<file path="config.mk">
export PLATFORM = sky130hd
export DESIGN_NAME = nibble_compare_sequencer
export DESIGN_NICKNAME = d
export VERILOG_FILES = /design/src/rtl/nibble_compare_sequencer.sv
export SDC_FILE = /design/constraint.sdc
export NUM_CORES = 1
export LEC_CHECK = 0
export ABC_AREA = 1
export CAP_MARGIN = 5
export CORE_UTILIZATION = 48
export CTS_CLUSTER_DIAMETER = 120
export DETAILED_ROUTE_END_ITERATION = 6
export HOLD_SLACK_MARGIN = 0.12
export PLACE_DENSITY = 0.84
export SYNTH_ARGS = -nofsm -noshare
export SYNTH_HDL_FRONTEND = slang
export SYNTH_SLANG_ARGS = --single-unit
export TNS_END_PERCENT = 20
</file>
<file path="constraint.sdc">
create_clock -name clk -period 2.15 [get_ports clk]
set_clock_uncertainty 0.2 [all_clocks]
set_input_delay 0.43 -clock clk [delete_from_list [all_inputs] [get_ports clk]]
set_output_delay 0.43 -clock clk [all_outputs]
set_load 0.02 [all_outputs]
</file>
<file path="src/rtl/nibble_compare_sequencer.sv">
// nibble_compare_sequencer
// Wide-word magnitude comparator built around an external 4-bit combinational
// comparator. The operand pair is latched on accept and then presented one
// nibble at a time, MSB-first, on nib_a/nib_b. The comparator's gt/lt/eq flags
// are sampled every SCAN cycle. The scan stops on the first unequal nibble, or
// after the last nibble when the words are equal. The verdict is then held
// until the downstream side takes it.
//
// Handshakes: a transfer happens on a rising edge where valid and ready are
// both 1. in_ready is 1 only in IDLE, and out_valid is 1 only in DONE. Neither
// depends combinationally on the other side's valid/ready. In DONE the result
// and scan_cnt hold steady until out_ready is seen.

module nibble_compare_sequencer #(
    parameter int WIDTH = 16,
    parameter int IDXW  = 4
) (
    input  logic             clk,
    input  logic             rst_n,
    input  logic             in_valid,
    output logic             in_ready,
    input  logic [WIDTH-1:0] a_in,
    input  logic [WIDTH-1:0] b_in,
    output logic [3:0]       nib_a,
    output logic [3:0]       nib_b,
    input  logic             cmp_gt,
    input  logic             cmp_lt,
    input  logic             cmp_eq,
    output logic             out_valid,
    input  logic             out_ready,
    output logic             a_gt_b,
    output logic             a_lt_b,
    output logic             a_eq_b,
    output logic             cmp_err,
    output logic [IDXW-1:0]  scan_cnt
);

    localparam int NIBS = WIDTH / 4;
    localparam logic [IDXW-1:0] LAST_IDX = IDXW'(NIBS - 1);

    typedef enum logic [1:0] {
        ST_IDLE = 2'd0,
        ST_SCAN = 2'd1,
        ST_DONE = 2'd2
    } state_t;

    state_t           state_q,    state_d;
    logic [WIDTH-1:0] a_q,        a_d;
    logic [WIDTH-1:0] b_q,        b_d;
    logic [IDXW-1:0]  idx_q,      idx_d;
    logic [IDXW-1:0]  scan_cnt_q, scan_cnt_d;
    logic             gt_q,       gt_d;
    logic             lt_q,       lt_d;
    logic             eq_q,       eq_d;
    logic             err_q,      err_d;

    logic             flags_onehot;
    logic [3:0]       slice_a;
    logic [3:0]       slice_b;

    // A sample is legal only when exactly one comparator flag is set.
    always_comb begin
        flags_onehot = 1'b0;
        case ({cmp_gt, cmp_lt, cmp_eq})
            3'b100, 3'b010, 3'b001: flags_onehot = 1'b1;
            default:                flags_onehot = 1'b0;
        endcase
    end

    // Select the nibble addressed by the current scan index.
    always_comb begin
        slice_a = 4'h0;
        slice_b = 4'h0;
        for (int n = 0; n < NIBS; n++) begin
            if (idx_q == IDXW'(n)) begin
                slice_a = a_q[n*4 +: 4];
                slice_b = b_q[n*4 +: 4];
            end
        end
    end

    // Next-state and datapath update for the IDLE/SCAN/DONE sequencer.
    always_comb begin
        state_d    = state_q;
        a_d        = a_q;
        b_d        = b_q;
        idx_d      = idx_q;
        scan_cnt_d = scan_cnt_q;
        gt_d       = gt_q;
        lt_d       = lt_q;
        eq_d       = eq_q;
        err_d      = err_q;

        case (state_q)
            ST_IDLE: begin
                if (in_valid) begin
                    a_d        = a_in;
                    b_d        = b_in;
                    idx_d      = LAST_IDX;
                    scan_cnt_d = '0;
                    gt_d       = 1'b0;
                    lt_d       = 1'b0;
                    eq_d       = 1'b0;
                    err_d      = 1'b0;
                    state_d    = ST_SCAN;
                end
            end

            ST_SCAN: begin
                scan_cnt_d = scan_cnt_q + IDXW'(1);
                if (!flags_onehot) begin
                    // A broken comparator gives no trustworthy verdict.
                    err_d   = 1'b1;
                    gt_d    = 1'b0;
                    lt_d    = 1'b0;
                    eq_d    = 1'b0;
                    state_d = ST_DONE;
                end else if (cmp_gt) begin
                    gt_d    = 1'b1;
                    state_d = ST_DONE;
                end else if (cmp_lt) begin
                    lt_d    = 1'b1;
                    state_d = ST_DONE;
                end else if (idx_q == '0) begin
                    eq_d    = 1'b1;
                    state_d = ST_DONE;
                end else begin
                    idx_d = idx_q - IDXW'(1);
                end
            end

            ST_DONE: begin
                // No same-cycle re-accept: IDLE is always visited for one cycle.
                if (out_ready) begin
                    state_d = ST_IDLE;
                end
            end

            default: begin
                state_d = ST_IDLE;
            end
        endcase
    end

    // State and datapath registers with synchronous active-low reset.
    always_ff @(posedge clk) begin
        if (!rst_n) begin
            state_q    <= ST_IDLE;
            a_q        <= '0;
            b_q        <= '0;
            idx_q      <= '0;
            scan_cnt_q <= '0;
            gt_q       <= 1'b0;
            lt_q       <= 1'b0;
            eq_q       <= 1'b0;
            err_q      <= 1'b0;
        end else begin
            state_q    <= state_d;
            a_q        <= a_d;
            b_q        <= b_d;
            idx_q      <= idx_d;
            scan_cnt_q <= scan_cnt_d;
            gt_q       <= gt_d;
            lt_q       <= lt_d;
            eq_q       <= eq_d;
            err_q      <= err_d;
        end
    end

    // Outputs decoded from registered state; nibbles are only driven while scanning.
    always_comb begin
        in_ready  = (state_q == ST_IDLE);
        out_valid = (state_q == ST_DONE);
        nib_a     = 4'h0;
        nib_b     = 4'h0;
        if (state_q == ST_SCAN) begin
            nib_a = slice_a;
            nib_b = slice_b;
        end
        a_gt_b   = gt_q;
        a_lt_b   = lt_q;
        a_eq_b   = eq_q;
        cmp_err  = err_q;
        scan_cnt = scan_cnt_q;
    end

endmodule

</file>
==> Word-level counts from Yosys, hierarchy flattened <==
Cells that the tools add are included.
{ "classes": {"add_sub_neg": 2, "muxes": 41, "eq_ne": 21, "n_reduce_logical": 12} }
{ "op_table": {"columns": ["operator", "count"], "rows": [
  ["$mux W4", 16],
  ["$pmux W4 S2", 2],
  ["$ne A3 B3 Y1 const B", 5],
  ["$mux W1", 12],
  ["$mux W2", 6],
  ["$ne A2 B2 Y1 const B", 6],
  ["$reduce_and A3 Y1", 3],
  ["$eq A4 B2 Y1 const B", 2],
  ["$pmux W1 S2", 4],
  ["$pmux W2 S3", 1],
  ["$reduce_and A6 Y1", 1],
  ["$ne A5 B5 Y1 const B", 1],
  ["$reduce_and A5 Y1", 1],
  ["$add A4 B1 Y4 const B", 1],
  ["$eq A4 B1 Y1 const B", 1],
  ["$logic_not A4 Y1", 1],
  ["$reduce_and A2 Y1", 2],
  ["$reduce_and A4 Y1", 1],
  ["$sub A4 B1 Y4 const B", 1],
  ["$eq A3 B1 Y1 const B", 1],
  ["$eq A3 B2 Y1 const B", 1],
  ["$eq A3 B3 Y1 const B", 1],
  ["$reduce_or A3 Y1", 1],
  ["$eq A2 B1 Y1 const B", 1],
  ["4 further kinds", 4]
]} }
{ "word_totals": {"regBits": 46, "wordCells": 85, "output_inout_bits": 18} }

==> Depth between registers and ports, before layout <==
Gate-level depths: netlist of run 1.
{ "logic_depth": {"ltp_word": 6, "ltp_mapped": 8, "mapped_depth_nobuf": 8} }

==> Worst setup path after synthesis of run 1 <==
No wires, ideal clock.
{ "synth_path": {"kind": "register -> output", "start": "register idx_q[0]", "end": "output nib_a[0]", "path_buffers": 0, "path_slack_ns": 0.060, "t_arrival_ns": 1.460, "stages_incl_launch_ff": 9, "required_time_ns": 1.520, "path_cell_list": "dfxtp_1 inv_1 ha_1 inv_1 nor2_2 nand3_1 nand3_1 nand3_1 a21oi_1"} }
{ "synth_via": {"elab_chain_cells": 6} }
{ "synth_rtl": {"columns": ["item", "line_no", "source"], "rows": [
  ["from (decl)", "50", "logic [IDXW-1:0] idx_q, idx_d;"],
  ["from (signal assigned)", "161", "idx_q <= idx_d;"],
  ["$logic_not A4 Y1", "75", "if (idx_q == IDXW'(n)) begin"],
  ["$mux W4 (3 in series)", "75", null],
  ["$mux W4 *", "75", null],
  ["$mux W4 *", "176", "if (state_q == ST_SCAN) begin"],
  ["to (decl)", "24", "output logic [3:0] nib_a,"]
]} }
Every way passes the cells marked *; elsewhere a longest branch is shown, timed or not.

==> Worst setup path in the final report of run 1 <==
{ "layout_path": {"start": "register idx_q[0]", "end": "output nib_b[1]"} }
{ "layout_via": {"elab_chain_cells": 6} }
{ "layout_rtl": {"columns": ["item", "line_no", "source"], "rows": [
  ["$logic_not A4 Y1", "75", null],
  ["$mux W4 (3 in series)", "75", null],
  ["$mux W4 *", "75", null],
  ["$mux W4 *", "176", null],
  ["to (decl)", "25", "output logic [3:0] nib_b,"]
]} }
Marked as above.

==> results.tsv, run 1 <==
metric	value	unit
synth_top_area_share	42.11	%
slew-limit-headroom	70.05	%
maxCapViolations	0	
switching_share	30.05	%
r2r_start	idx_q[0]$_SDFFE_PN0P_	
critPathRequiredTime	1.52	ns
period_needed	2.421	ns
globalRouteMet1Util	32.05	%
power_frac_seq	44.5	%
yosysSeqAreaShare	42.11	%
numCtsBuffers	5	
slowest_delay	0.37	ns
drt_iter0_drc	254	
grtUsageMet2	44.34	%
start_util	50.23	%
syn_area	0.002187	mm2
arrival	1.79	ns
drc	0	
setup_viol	8	
powerDensity	691.9	mW/mm2
crit_slowest_cell	dfxtp_4	
hold_buffers	0	
cts_tree	done	
stdcell_count	430	
grt_busiest_layer	met2	
timing.fmax	413.1	MHz
clockPowerShare	29.0	%
synth.top_cells.by_area	dfxtp_1 (42%), nor2_1 (13%), o21ai_0 (9.2%)	
ir_worst_vdd	0.4057	mV
antenna_found_initial	0	
use_met3	5.959	%
min_to	a_lt_b$_SDFFE_PN0P_	
drt_wl_total	6558	um
crit_chain	inv_4 > ha_4 > inv_2 > nor2_4 > nand3_2 > nand3_1 > nand3_1 > a21oi_2 > buf_4	
ant_nets	0	
num-nets-final	421	
dr_total_vias	2404	
setup_slack	-0.2707	ns
syn_nets	350	
cp_max_fo	7	
power_switching	660.0	uW
leakage	1.324	nW
die_area	0.004830	mm2
violations	setup timing	
grt-ovfl-total	0	
drive_gt1_share	22.75	%
synth_area_per_cell	7.147	um2
status	complete, but fails checks	
synth_top_cell_by_area	dfxtp_1	
r2r_setup_slack	0.41	ns
grt_setup_unrepaired	true	
min_path_type	flop to flop	
clkTransAtPathRegs	0.08	ns
crit_type	flop to primary output	
critPathMostFrequentCell	nand3_1	
placed_cells	419	
hold_viol_final	0	
startpoint_type	flop	
worst_skew_pair.late_latency	0.30	ns
grt_pass1_wl	10280	um
syn_inst	306	
combPwrFrac	26.5	%
hp-start	a_lt_b$_SDFFE_PN0P_	
pre_cts_slack	-0.4236	ns
syn_to_final_growth	45.14	%
ys_types	29	
reg2regPathDepth	10	
ios	57	
power.internal	1.536	mW
clock-sinks	46	
max_slew.worst_pin.slew	0.4478	ns
grtUsageTotal	26.62	%
port_buffers	56	
h-tree-depth	2	
min_period_over_period	112.6	%
die_w	69.50	um
core-area	0.004354	mm2
cts.path.max_buffers	2	
cts-root-buf	clkbuf_8	
timing.rr.end	idx_q[3]$_SDFFE_PN0P_	
place.gp.congestion	0.8300	
holdPathStages	2	
ys_warn_count	0	
first_pass_iters	5	
grt_start_max_net_pins	24	
row_count	24	
wl_per_cell	15.25	um
setup.worst_path.end_class	primary output	
hpwl	4143	um
fillCellCount	314	
grt_pass1_vias	2283	
diodes	0	
synth-seq-cells	46	
viasPerCell	5.591	
dieHeight	69.50	um
drv_slew	0	
-- cell usage after synthesis --
master    number
nor2_1        74
dfxtp_1       46
nand2_1       42
o21ai_0       40
nand3_1       25
a21oi_1       19
inv_1         12
ha_1           5
inv_2          5
or2_2          5
buf_4          4
nand2_4        4
clkbuf_2       3
nor2_2         3
a21oi_2        2
a31oi_1        2
buf_2          2
clkbuf_1       2
buf_1          1
buf_6          1
inv_4          1
nand2_2        1
nand3_2        1
nand4_1        1
nand4_4        1
nor2_4         1
o21ai_1        1
or2_0          1
xor2_1         1
-- area by class of cell --
type	instances	area, um2	area share (%)
Tap cell	52	65.06	2.050
Clock inverter	1	30.03	0.9460
Multi-Input combinational cell	229	1252	39.46
Timing Repair Buffer	77	747.0	23.53
Clock buffer	7	76.32	2.404
Inverter	18	77.57	2.444
Sequential cell	46	925.9	29.17
-- flip-flops by register name, summed over array words and instances, names as in the netlist --
signal	cells
scan_cnt	4
a_eq_b	1
cmp_err	1
idx_q	4
a_lt_b	1
b_q	16
state_q	2
a_gt_b	1
a_q	16
-- power groups by stage --
stage	sequential (mW)	clock [mW]	combinational (mW)
after global routing	0.984	0.677	0.631
after floorplan	0.982	0	0.286
after detailed placement	0.988	0	0.491
after CTS	0.972	0.643	0.529
after global placement	0.986	0	0.478
final	0.977	0.638	0.581
-- repair_timing --
action / in CTS / in global routing
buffers inserted: 2 / 1
endpoints found under the setup margin: 8 / 9
gates resized for setup: 65 / 17
pin swaps: 10 / 8
-- worst max-delay path by stage --
stage / endpoint / cells after the start / from
after global routing: nib_a[0] / 9 / idx_q[0]$_SDFFE_PN0P_
after floorplan: nib_a[0] / 8 / idx_q[0]$_SDFFE_PN0P_
after CTS: nib_b[3] / 9 / idx_q[1]$_SDFFE_PN0P_
final: nib_b[1] / 9 / idx_q[0]$_SDFFE_PN0P_
after detailed placement: nib_a[3] / 9 / idx_q[0]$_SDFFE_PN0P_
after global placement: nib_a[0] / 9 / idx_q[0]$_SDFFE_PN0P_
-- critical path: cells and delay by family, from the launching register on --
family | cells | cell delay [ns]
flops | 1 | 0.37
fa+ha+maj | 1 | 0.16
compound gates | 1 | 0.15
simple gates | 4 | 0.51
buf+inv | 3 | 0.30
-- cell families after synthesis --
group	after synthesis	share of synthesized area (%)
AND/OR/NAND/NOR	159	32.78
AO/OA/AOI/OAI	64	15.10
flip-flops	46	42.11
buffers and inverters	31	6.750
adder cells (fa/ha/maj)	5	2.860
XOR/XNOR	1	0.4005
-- through the flow --
stage	instance area [um2]	setup TNS, ns	utilization, %	total power, mW	hold slack [ns]
2_1_floorplan	2187	0	-	1.269	0.2472
3_3_place_gp	2895	-2.618	66.49	1.463	0.2519
3_5_place_dp	2895	-3.144	66.49	1.479	0.2585
4_1_cts	3088	-1.087	70.92	2.145	0.2713
5_1_grt	3174	-2.510	72.90	2.292	0.3090
6_report	3174	-1.933	72.90	2.196	0.2729
-- cells in the final DEF, fill, tap and decap left out, drive strengths merged, types with 2 or more instances in the layout --
master and instances:
nand4 2, or2 6, dfxtp 46, inv 18, ha 5, o21ai 41, nand3 26, nor2 78
clkdlybuf4s50 47, a31oi 2, clkbuf 7, nand2 47, a21oi 21, buf 29
-- layer usage --
| layer | part of all wire [%] | wire (um) | vias up |
|---|---|---|---|
| met2 | 50 | 3285 | 115 |
| met1 | 39 | 2583 | 1131 |
| met5 | 0 | 0 | - |
| li1 | - | - | 1137 |
| met3 | 8.0 | 524 | 21 |
| met4 | 2.5 | 165 | 0 |
(Power assumes the default switching activity.)
==> run 2: changes to the inputs <==
Settings changed: CTS_BUF_LIST set to sky130_fd_sc_hd__clkbuf_16.
==> results.tsv, run 2 (synthesis gave the netlist of run 1 again) <==
metric	value	unit	change
status	complete, but fails checks		
violations	setup timing		
ant_nets	0		unchanged
cts.path.max_buffers	2		unchanged
crit_family	simple AND/OR/NAND/NOR gates		
max_slew.worst_pin.slew	0.4589	ns	+0.01112 ns
min_path_type	flop to flop		
min_period_over_period	110.3	%	-2.3 points
first_pass_iters	5		unchanged
slowest_delay	0.34	ns	-0.03 ns
num-nets-final	425		+0.95%
combPwrFrac	24.9	%	-1.6 points
mostFrequentLayoutCells	nor2_1 (74), clkdlybuf4s50_1 (48), dfxtp_1 (44)		
crit_chain	inv_4 > ha_4 > inv_4 > nor2_4 > nand2_1 > nand3_1 > nand3_2 > a21oi_2 > buf_4		
grt_setup_unrepaired	true		
viasPerCell	5.599		+0.15%
core-area	0.004354	mm2	unchanged
die_w	69.50	um	unchanged
fin_tns_setup	-1.313	ns	+0.6204 ns
fillCellCount	284		-9.6%
hpwl	4143	um	unchanged
diodes	0		unchanged
setup_viol	8		unchanged
timing.fmax	421.8	MHz	+2.1%
arrival	1.74	ns	-0.05 ns
period_needed	2.371	ns	-0.04976 ns
startpoint_type	flop		
port_buffers	56		unchanged
setup_slack	-0.2209	ns	+0.04976 ns
hold_viol_final	0		unchanged
grt_start_max_net_pins	24		unchanged
cts-root-buf	clkbuf_16		
slew-limit-headroom	69.31	%	-0.74 points
fin_hold_ws	0.2689	ns	-0.003976 ns
grtUsageTotal	28.56	%	+1.9 points
numCtsBuffers	5		unchanged
critPathRequiredTime	1.52	ns	about the same
path_buf_inv	3		unchanged
dieHeight	69.50	um	unchanged
syn_to_final_growth	49.66	%	
wl_per_cell	15.89	um	+4.2%
ir_worst_vdd	0.5162	mV	+27%
maxCapViolations	0		unchanged
crit_type	flop to primary output		
mostFrequentLayoutCell	nor2_1		
grt-ovfl-total	0		unchanged
powerDensity	746.4	mW/mm2	+7.9%
die_area	0.004830	mm2	unchanged
ff_latch_area	925.9	um2	unchanged
drc	0		unchanged
drt_iter0_drc	326		+28%
start_util	50.23	%	unchanged
leakage	1.358	nW	+2.5%
clockPowerShare	35.0	%	+6.0 points
reg_top3	a_q x16, b_q x16		
multi_input_area	0.001272	mm2	+1.6%
hold_buffers	0		unchanged
drv_slew	0		unchanged
drt_wl_total	6897	um	+5.2%
h-tree-depth	2		unchanged
power_switching	699.5	uW	+6.0%
row_count	24		unchanged
place.gp.congestion	0.8300		unchanged
cts_tree	done		
grt_pass1_wl	10870	um	+5.7%
antenna_found_initial	0		unchanged
dr_total_vias	2430		+1.1%
crit_slowest_cell	dfxtp_2		
grt_pass1_vias	2318		+1.5%
switching_share	28.63	%	-1.4 points
setup.worst_path.end_class	primary output		
clock-sinks	46		unchanged
cp_max_fo	8		+1
clkTransAtPathRegs	0.06	ns	-0.02 ns
worst_skew_pair.late_latency	0.29	ns	about the same
drive_gt1_share	23.82	%	+1.1 points
power.internal	1.743	mW	+13%
ios	57		unchanged
power_frac_seq	40.1	%	-4.4 points
critPathMostFrequentCell	inv_4		
run 2: area by class of cell:
cell class	count	area share [%]
clock buffer	5	3.823
clock inverter	3	1.147
inverter	18	2.446
multi-input combinational	230	38.88
sequential	46	28.29
tap	52	1.988
timing repair buffer	80	23.43
run 2: worst paths after layout:
check / start / slack (ns) / depth (start not counted) / endpoint
worst max-delay path: idx_q[1]$_SDFFE_PN0P_ / -0.22 / 9 / nib_a[0]
worst min-delay path: a_lt_b$_SDFFE_PN0P_ / 0.27 / 2 / a_lt_b$_SDFFE_PN0P_
worst max register to register: idx_q[0]$_SDFFE_PN0P_ / 0.42 / 8 / idx_q[0]$_SDFFE_PN0P_
worst min register to register: a_lt_b$_SDFFE_PN0P_ / 0.27 / 2 / a_lt_b$_SDFFE_PN0P_
run 2: what timing repair did:
item                                    in CTS  in global routing
endpoints found under the hold margin        0                  0
pin swaps                                    9                  6
gates cloned                                 1                  0
endpoints found under the setup margin       8                  8
resized for setup                           77                 13
setup buffers                                6                  0
run 2: metal layers:
| layer | track usage, % | wire [um] | vias to the layer above | share of wire (%) |
|---|---|---|---|---|
| met2 | 46.93 | 3399 | 127 | 49 |
| li1 | - | - | 1143 | - |
| met3 | 5.669 | 501 | 20 | 7.3 |
| met4 | 15.19 | 233 | 0 | 3.4 |
| met5 | 0 | 0 | - | 0 |
| met1 | 35.13 | 2762 | 1140 | 40 |
run 2: power groups by stage:
stage          clock [mW]  sequential, mW  combinational [mW]
2_1_floorplan           0           0.982               0.286
6_report            0.855           0.980               0.608
3_3_place_gp            0           0.986               0.478
4_1_cts             0.857           0.974               0.570
5_1_grt             0.900           0.986               0.653
3_5_place_dp            0           0.988               0.491
run 2: per-stage QoR:
step           utilization, %  instance area [um2]  instances  total power, mW  setup WS (ns)
6_report                75.17                 3273        434            2.443        -0.2209
3_3_place_gp            66.49                 2895        419            1.463        -0.3478
2_1_floorplan               -                 2187        306            1.269        0.06024
4_1_cts                 74.11                 3227        434            2.401        -0.1237
3_5_place_dp            66.49                 2895        419            1.479        -0.4236
5_1_grt                 75.17                 3273        434            2.539        -0.2802
run 2: tightest hold or removal path: stages (launching register included):
cell and delay (ns):
dfxtp_1 0.31, nand2_1 0.06, a21oi_1 0.05
